<file path="config.mk">
export PLATFORM = sky130hd
export DESIGN_NAME = spi_cmd_ctrl
export DESIGN_NICKNAME = d
export VERILOG_FILES = /design/src/rtl/spi_cmd_pkg.sv /design/src/rtl/spi_cmd_ctrl.sv
export SDC_FILE = /design/constraint.sdc
export NUM_CORES = 1
export LEC_CHECK = 0
export CAP_MARGIN = 40
export CORE_MARGIN = 5
export CORE_UTILIZATION = 40
export CTS_BUF_LIST = sky130_fd_sc_hd__clkbuf_8
export DETAILED_ROUTE_END_ITERATION = 12
export PLACE_DENSITY = 0.63
export SKIP_CTS_REPAIR_TIMING = 1
export SYNTH_ARGS = -nofsm -noshare
export SYNTH_HDL_FRONTEND = slang
export SYNTH_SLANG_ARGS = --single-unit
</file>
<file path="constraint.sdc">
create_clock -name clk -period 1.8 [get_ports clk]
set_input_delay 0.36 -clock clk [delete_from_list [all_inputs] [get_ports clk]]
set_output_delay 0.36 -clock clk [all_outputs]
set_load 0.01 [all_outputs]
</file>
<file path="src/rtl/spi_cmd_pkg.sv">
// Shared opcodes and FSM state encoding for the SPI command sequencer.
// SPI_CMD_CSUM_EN adds the trailing checksum state.
package spi_cmd_pkg;

    localparam logic [7:0] OPC_WR_W    = 8'h01;
    localparam logic [7:0] OPC_WR_A    = 8'h02;
    localparam logic [7:0] OPC_START   = 8'h10;
    localparam logic [7:0] OPC_CLR_ERR = 8'h20;

    typedef enum logic [2:0] {
        ST_IDLE    = 3'd0,
        ST_ADDR_HI = 3'd1,
        ST_ADDR_LO = 3'd2,
        ST_LEN     = 3'd3,
        ST_DATA    = 3'd4,
`ifdef SPI_CMD_CSUM_EN
        ST_CSUM    = 3'd5,
`endif
        ST_DRAIN   = 3'd6
    } state_t;

endpackage

</file>
<file path="src/rtl/spi_cmd_ctrl.sv">
// Frames the SPI byte stream into buffer writes and compute-start pulses.
// Define SPI_CMD_CSUM_EN to require an XOR checksum byte after write payloads.
module spi_cmd_ctrl
    import spi_cmd_pkg::*;
#(
    parameter int ADDR_WIDTH = 16,
    parameter int DATA_WIDTH = 8
) (
    input  logic                  clk,
    input  logic                  rst,
    input  logic                  cs_n,
    input  logic [DATA_WIDTH-1:0] rx_data,
    input  logic                  rx_valid,
    input  logic                  core_busy,
    output logic                  buf_we,
    output logic                  buf_sel,
    output logic [ADDR_WIDTH-1:0] buf_addr,
    output logic [DATA_WIDTH-1:0] buf_wdata,
    output logic                  start,
    output logic                  err
);

    localparam logic [DATA_WIDTH-1:0] L_WR_W    = DATA_WIDTH'(OPC_WR_W);
    localparam logic [DATA_WIDTH-1:0] L_WR_A    = DATA_WIDTH'(OPC_WR_A);
    localparam logic [DATA_WIDTH-1:0] L_START   = DATA_WIDTH'(OPC_START);
    localparam logic [DATA_WIDTH-1:0] L_CLR_ERR = DATA_WIDTH'(OPC_CLR_ERR);

    state_t                  r_state;
    logic                    r_wait_cs;
    logic                    r_drop;
    logic                    r_sel;
    logic [DATA_WIDTH-1:0]   r_ahi;
    logic [ADDR_WIDTH-1:0]   r_ptr;
    logic [DATA_WIDTH-1:0]   r_cnt;
    logic                    r_we;
    logic [ADDR_WIDTH-1:0]   r_addr;
    logic [DATA_WIDTH-1:0]   r_wdata;
    logic                    r_start;
    logic                    r_err;
`ifdef SPI_CMD_CSUM_EN
    logic [DATA_WIDTH-1:0]   r_csum;
`endif

    logic                    w_byte;
    logic                    w_err_set;
    logic                    w_err_clr;
    logic [2*DATA_WIDTH-1:0] w_addr_full;

    // After reset the stream is ignored until the host closes the frame.
    assign w_byte      = rx_valid & ~cs_n & ~r_wait_cs;
    assign w_addr_full = {r_ahi, rx_data};

    always_comb begin
        w_err_set = 1'b0;
        w_err_clr = 1'b0;
        if (w_byte) begin
            unique case (r_state)
                ST_IDLE: begin
                    case (rx_data)
                        L_WR_W, L_WR_A: w_err_set = core_busy;
                        L_START:        w_err_set = core_busy;
                        L_CLR_ERR:      w_err_clr = 1'b1;
                        default:        w_err_set = 1'b1;
                    endcase
                end
`ifdef SPI_CMD_CSUM_EN
                ST_CSUM: w_err_set = ((r_csum ^ rx_data) != '0);
`endif
                default: ;
            endcase
        end
    end

    always_ff @(posedge clk) begin
        if (rst) begin
            r_state   <= ST_IDLE;
            r_wait_cs <= 1'b1;
            r_drop    <= 1'b0;
            r_sel     <= 1'b0;
            r_ahi     <= '0;
            r_ptr     <= '0;
            r_cnt     <= '0;
            r_we      <= 1'b0;
            r_addr    <= '0;
            r_wdata   <= '0;
            r_start   <= 1'b0;
            r_err     <= 1'b0;
`ifdef SPI_CMD_CSUM_EN
            r_csum    <= '0;
`endif
        end else begin
            r_we    <= 1'b0;
            r_start <= 1'b0;
            r_err   <= w_err_set | (r_err & ~w_err_clr);
            if (cs_n) begin
                r_state   <= ST_IDLE;
                r_wait_cs <= 1'b0;
            end else if (w_byte) begin
`ifdef SPI_CMD_CSUM_EN
                r_csum <= (r_state == ST_IDLE) ? rx_data
                                               : (r_csum ^ rx_data);
`endif
                unique case (r_state)
                    ST_IDLE: begin
                        case (rx_data)
                            L_WR_W, L_WR_A: begin
                                r_sel   <= (rx_data == L_WR_A);
                                r_drop  <= core_busy;
                                r_state <= ST_ADDR_HI;
                            end
                            L_START: begin
                                r_start <= ~core_busy;
                                r_state <= ST_DRAIN;
                            end
                            default: r_state <= ST_DRAIN;
                        endcase
                    end
                    ST_ADDR_HI: begin
                        r_ahi   <= rx_data;
                        r_state <= ST_ADDR_LO;
                    end
                    ST_ADDR_LO: begin
                        r_ptr   <= ADDR_WIDTH'(w_addr_full);
                        r_state <= ST_LEN;
                    end
                    ST_LEN: begin
                        r_cnt   <= rx_data;
                        r_state <= ST_DATA;
                    end
                    ST_DATA: begin
                        if (!r_drop) begin
                            r_we    <= 1'b1;
                            r_addr  <= r_ptr;
                            r_wdata <= rx_data;
                        end
                        r_ptr <= r_ptr + ADDR_WIDTH'(1);
                        r_cnt <= r_cnt - DATA_WIDTH'(1);
                        if (r_cnt == '0) begin
`ifdef SPI_CMD_CSUM_EN
                            r_state <= ST_CSUM;
`else
                            r_state <= ST_DRAIN;
`endif
                        end
                    end
`ifdef SPI_CMD_CSUM_EN
                    ST_CSUM: r_state <= ST_DRAIN;
`endif
                    ST_DRAIN: ;
                endcase
            end
        end
    end

    assign buf_we    = r_we;
    assign buf_sel   = r_sel;
    assign buf_addr  = r_addr;
    assign buf_wdata = r_wdata;
    assign start     = r_start;
    assign err       = r_err;

endmodule
</file>
* Word-level counts from Yosys, hierarchy flattened
Index checks and enable logic that the tools add are counted.
** Word-level totals
- Register bits after elaboration :: 65
- Bits of input ports :: 13
- Logic and storage cells :: 64
** Cells by class
- Bitwise operators :: 13
- Add/subtract/negate cells :: 2
- Equal/unequal tests :: 9
- Reductions and logical operators :: 16
- Multiplexer cells :: 12
** Operators with widths (number)
- 16-bit one-hot mux with 2 select lines :: 1
- 16-bit by 1-bit adder with 16-bit output, second input constant :: 1
- 8-bit one-hot mux with 2 select lines :: 1
- 3-bit one-hot mux with 5 select lines :: 1
- 3-bit AND reduction :: 4
- 1-bit NOT :: 9
- 8-bit by 1-bit equality test with 1-bit output, second input constant :: 1
- 8-bit by 2-bit equality test with 1-bit output, second input constant :: 1
- 8-bit by 5-bit equality test with 1-bit output, second input constant :: 1
- 8-bit by 6-bit equality test with 1-bit output, second input constant :: 1
- 8-bit logical NOT :: 1
- 4-bit AND reduction :: 2
- 8-bit by 1-bit subtractor with 8-bit output, second input constant :: 1
- 3-bit by 2-bit equality test with 1-bit output, second input constant :: 2
- 1-bit two-way mux :: 6
- 3-bit two-way mux :: 2
- 5-bit nonzero test :: 1
- 5-bit OR reduction :: 1
- 2-bit nonzero test :: 2
- 2-bit OR reduction :: 2
- 4-bit OR reduction :: 1
- 1-bit AND :: 3
- 3-bit by 1-bit equality test with 1-bit output, second input constant :: 1
- 3-bit equality test, second input constant :: 1
- 5 further kinds :: 5

* Longest topological paths before layout
- Depth after elaboration :: 7
- Mapped depth :: 7
- Depth with buffers taken out :: 6

* Worst setup path after synthesis
Ideal clock, no wire load.
- Kind :: register -> register
- Start point :: register r_cnt[0]
- End point :: register r_cnt[6]
- Stages on the path, launching flop included :: 8
- Arrival time :: 1661 ps
- Clock period less this slack :: 1795 ps
- Library setup time :: 134 ps
- Setup slack :: 5 ps
- Cell sequence :: dfxtp_1 > clkbuf_1 > inv_1 > ha_1 > or3b_2 > or3_1 > o22ai_1 > a211oi_1
** On the way
- Longest elaborated chain between the ends :: 2
** RTL lines
- start: declaration :: RTL line spi_cmd_ctrl.sv:34 : logic [DATA_WIDTH-1:0] r_cnt;
- start signal: assignment :: RTL line spi_cmd_ctrl.sv:127 : r_cnt <= rx_data;
- start signal: assignment :: RTL line spi_cmd_ctrl.sv:137 : r_cnt <= r_cnt - DATA_WIDTH'(1);
- 8-bit by 1-bit subtractor with 8-bit output :: RTL line spi_cmd_ctrl.sv:137
- 8-bit one-hot mux with 2 select lines :: RTL line spi_cmd_ctrl.sv:103 : unique case (r_state)
Every way passes these cells.
A chain may end at the register's enable or synchronous reset.

* Worst setup path after layout
- Start point :: register r_cnt[0]
- End point :: register r_state[0]
** On the way
- Longest elaborated chain between the ends :: 3
** RTL lines
- 8-bit logical NOT :: RTL line spi_cmd_ctrl.sv:138 : if (r_cnt == '0) begin
- 2-bit inequality test (no source line)
- 3-bit AND reduction (no source line)
- end signal: assignment :: RTL line spi_cmd_ctrl.sv:124 : r_state <= ST_LEN;
- end signal: assignment :: RTL line spi_cmd_ctrl.sv:128 : r_state <= ST_DATA;
- end signal: assignment :: RTL line spi_cmd_ctrl.sv:142 : r_state <= ST_DRAIN;
- end: declaration :: RTL line spi_cmd_ctrl.sv:28 : state_t r_state;
Every way passes these cells.

==> flow_summary.toml <==
[run_status]
run_status = "finished clean"

[critical_path]
arrival_ps = 1980
reg2reg_depth = 6
r2r-start = "r_cnt[0]"
crit_chain = "inv_1 > ha_1 > or4b_4 > o31ai_4 > a31oi_1 > a311oi_1"
critPathLaunchType = "flop"
worst_setup_path_end_kind = "flop"
critical-path-slowest-cell = "or4b_4"
required_ps = 2050
reg2reg_to = "r_state[0]"
cp_top_family = "compound AO/OA/AOI/OAI gates"
r2r_setup_slack_ps = 70
crit_buf_inv = 1
path_max_fanout = 3
cpPeakStageDelay_ps = 470
crit_type = "reg2reg"

[sta]
finalMaxSlewViolations = 0
maxSlewHeadroom_pct = 65.0
whs_ps = 435
setup_viol = 0
rsz0062_at_grt = "true"
finalCriticalPeriod_ps = 1730
finalClockSkew_ps = 8.62
clock.fmax_mhz = 577
final-hold-violation-count = 0
setup-tns-final_ps = 0
finalCritPeriodShare_pct = 96.2
worst_pin_slew_ps = 519

[finish]
nets = 493
n_antenna_cell = 0
finalCoreUtilization_pct = 53.7
final_cells = 587
drive_above_1_share_pct = 16.6
fill_cells = 758
area_growth_pct = 33.0

[grt]
grt_util_met3_pct = 4.10
grt_util_all_layers_pct = 18.4
antenna_found_initial = 0
grtUsageMet1_pct = 25.1
grt_overflow = 0
grtUsageMet2_pct = 27.8
grt_pass1_wl_um = 14900
top_usage_layer = "met2"
grt_start_max_net_pins = 49
grt_pass1_vias = 3034

[clock_network]
clock-sinks = 65
h-tree-depth = 3
cts-root-buf = "clkbuf_8"
worstSkewPairLatency_ps = 340
path_clk_slew_ps = 60
clk_path_buf_depth = 2
numCtsBuffers = 9
cts_tree = "done"

[synthesis]
ys_seq_area_share_pct = 39.8
synth.avg_cell_area_um2 = 7.90
syn-cell-area_um2 = 3270
ys_warn_count = 0
syn_nets = 430
synth_cell_types = 57
synth_edf_count = 0
synthCells = 414
synth_flop_cell = "dfxtp_1"
ys_async_sr_fraction_pct = 0
ys_seq_elements = 65

[place]
gp_congestion = 0.854
dp_hpwl_um = 6240
io_buffers = 40
dp_cells = 567

[power_and_ir_drop]
p_comb_share_pct = 6.5
total_power_mw = 3.04
seqPwrFrac_pct = 47.6
pwr-share-clk_pct = 45.8
switching_power_mw = 0.667
p_int_mw = 2.37
max-vdd-ir-drop_v = 0.000344
cellLeakagePower_nw = 1.62
powerDensity_nw_per_um2 = 699
switching_share_pct = 21.9

[die]
num_rows = 33
die_w_um = 100
dieArea_um2 = 10100
die_y_um = 100
initial_core_util_pct = 40.4
fp.coreArea_um2 = 8090
ios = 41

[worst_hold_path]
hp-class = "in2reg"
min_to = "r_wait_cs"
worstHoldStart = "cs_n"
hold_path_depth = 3

[route]
first_pass_iters = 5
post-route-drc-count = 0
drt_wl_total_um = 9150
drtIter0Drc = 281
ant_nets = 0
viasPerCell = 5.65
routedWlPerCell_um = 15.6
num_vias = 3318

[job]
maxCapViolCount = 0
sequential cells by signal (all words and copies together) (netlist names):
name	count
r_wait_cs	1
r_cnt	8
buf_sel	1
buf_wdata	8
r_ptr	16
r_state	3
buf_we	1
err	1
r_ahi	8
buf_addr	16
start	1
r_drop	1
synthesized netlist by cell type (7+ instances only):
cell type / count / area, um2
nand2_1: 66 / 248
dfxtp_1: 65 / 1300
a21oi_1: 50 / 250
nor2_1: 22 / 82.6
clkbuf_1: 18 / 67.6
o21ai_0: 18 / 90.1
nor3_1: 15 / 75.1
nand4_1: 14 / 87.6
buf_2: 13 / 65.1
mux2i_1: 12 / 120
inv_1: 11 / 41.3
and2_1: 10 / 62.6
nand3_1: 8 / 40.0
and3_1: 7 / 43.8
area by class of cell:
type	instances	area, um2	share of cell area, %
multi-input combinational	304	1840	42.4
clock inverter	5	71.3	1.64
tap	105	131	3.02
clock buffer	11	151	3.48
sequential	65	1300	29.9
inverter	11	41.3	0.949
timing repair buffer	86	810	18.6
how the worst max path moves through the flow:
stage / cells after the start / end / slack, ps / start
2_1_floorplan: 7 / r_cnt[6] / 5 / r_cnt[0]
3_3_place_gp: 5 / r_ptr[6] / -430 / rx_valid
3_5_place_dp: 5 / r_ptr[6] / -460 / rx_valid
4_1_cts: 5 / r_ptr[6] / -90 / rx_valid
5_1_grt: 6 / r_state[0] / -20 / r_cnt[0]
6_report: 6 / r_state[0] / 70 / r_cnt[0]
logic make-up after synthesis:
logic type,count (synthesis),share of synthesized area [%]
adders and majority gates,3,1.15
xor gates and xnor gates,3,0.804
buffers and inverters,45,6.12
AOI/OAI and AO/OA,108,19.9
and+or+nand+nor,178,28.5
muxes,12,3.67
DFF,65,39.8
through the flow:
stage	area (um2)	worst slack (ps)
final	4350	68.1
after global routing	4350	-22.9
after CTS	4220	-93.7
after detailed placement	4000	-460
after global placement	4000	-433
after floorplan	3270	4.73
worst reg2reg max path, stage by stage, from the launching register on:
cell and delay (ps):
dfxtp_1 310, inv_1 110, ha_1 170, or4b_4 470
o31ai_4 210, a31oi_1 120, a311oi_1 240
cells in the final DEF, fill, tap and decap left out, drive strengths merged, types with 3 or more instances in the layout:
master / synthesis / final
dfxtp: 65 / 65
inv: 11 / 14
nand4b: 3 / 3
o211ai: 3 / 3
mux2i: 12 / 12
a21oi: 50 / 50
nor2b: 3 / 3
and2: 10 / 10
nor3b: 4 / 4
nand4: 14 / 14
o32ai: 4 / 4
nand3: 8 / 8
and4: 4 / 4
buf: 16 / 47
nor2: 22 / 22
o31ai: 4 / 4
clkbuf: 18 / 11
o21ai: 22 / 22
and3: 7 / 7
nor3: 16 / 16
ha: 3 / 3
nor4: 4 / 4
a211oi: 4 / 4
or3b: 3 / 3
nand2: 66 / 66
o2111ai: 3 / 3
or3: 4 / 4
clkdlybuf4s50: 0 / 37
a31oi: 4 / 4
layer usage:
| metal | part of all wire [%] | vias to the layer above |
|---|---|---|
| li1 | - | 1621 |
| met5 | 0 | - |
| met3 | 5.1 | 20 |
| met2 | 46 | 108 |
| met4 | 2.3 | 0 |
| met1 | 46 | 1569 |
power groups by stage:
stage / Combinational (mW) / Clock [mW] / Sequential [mW]
3_3_place_gp: 0.190 / 0 / 1.48
2_1_floorplan: 0.0827 / 0 / 1.48
6_report: 0.199 / 1.39 / 1.45
5_1_grt: 0.215 / 1.48 / 1.45
3_5_place_dp: 0.192 / 0 / 1.48
4_1_cts: 0.193 / 1.43 / 1.45
No activity file was read; power rests on OpenSTA's default activity.
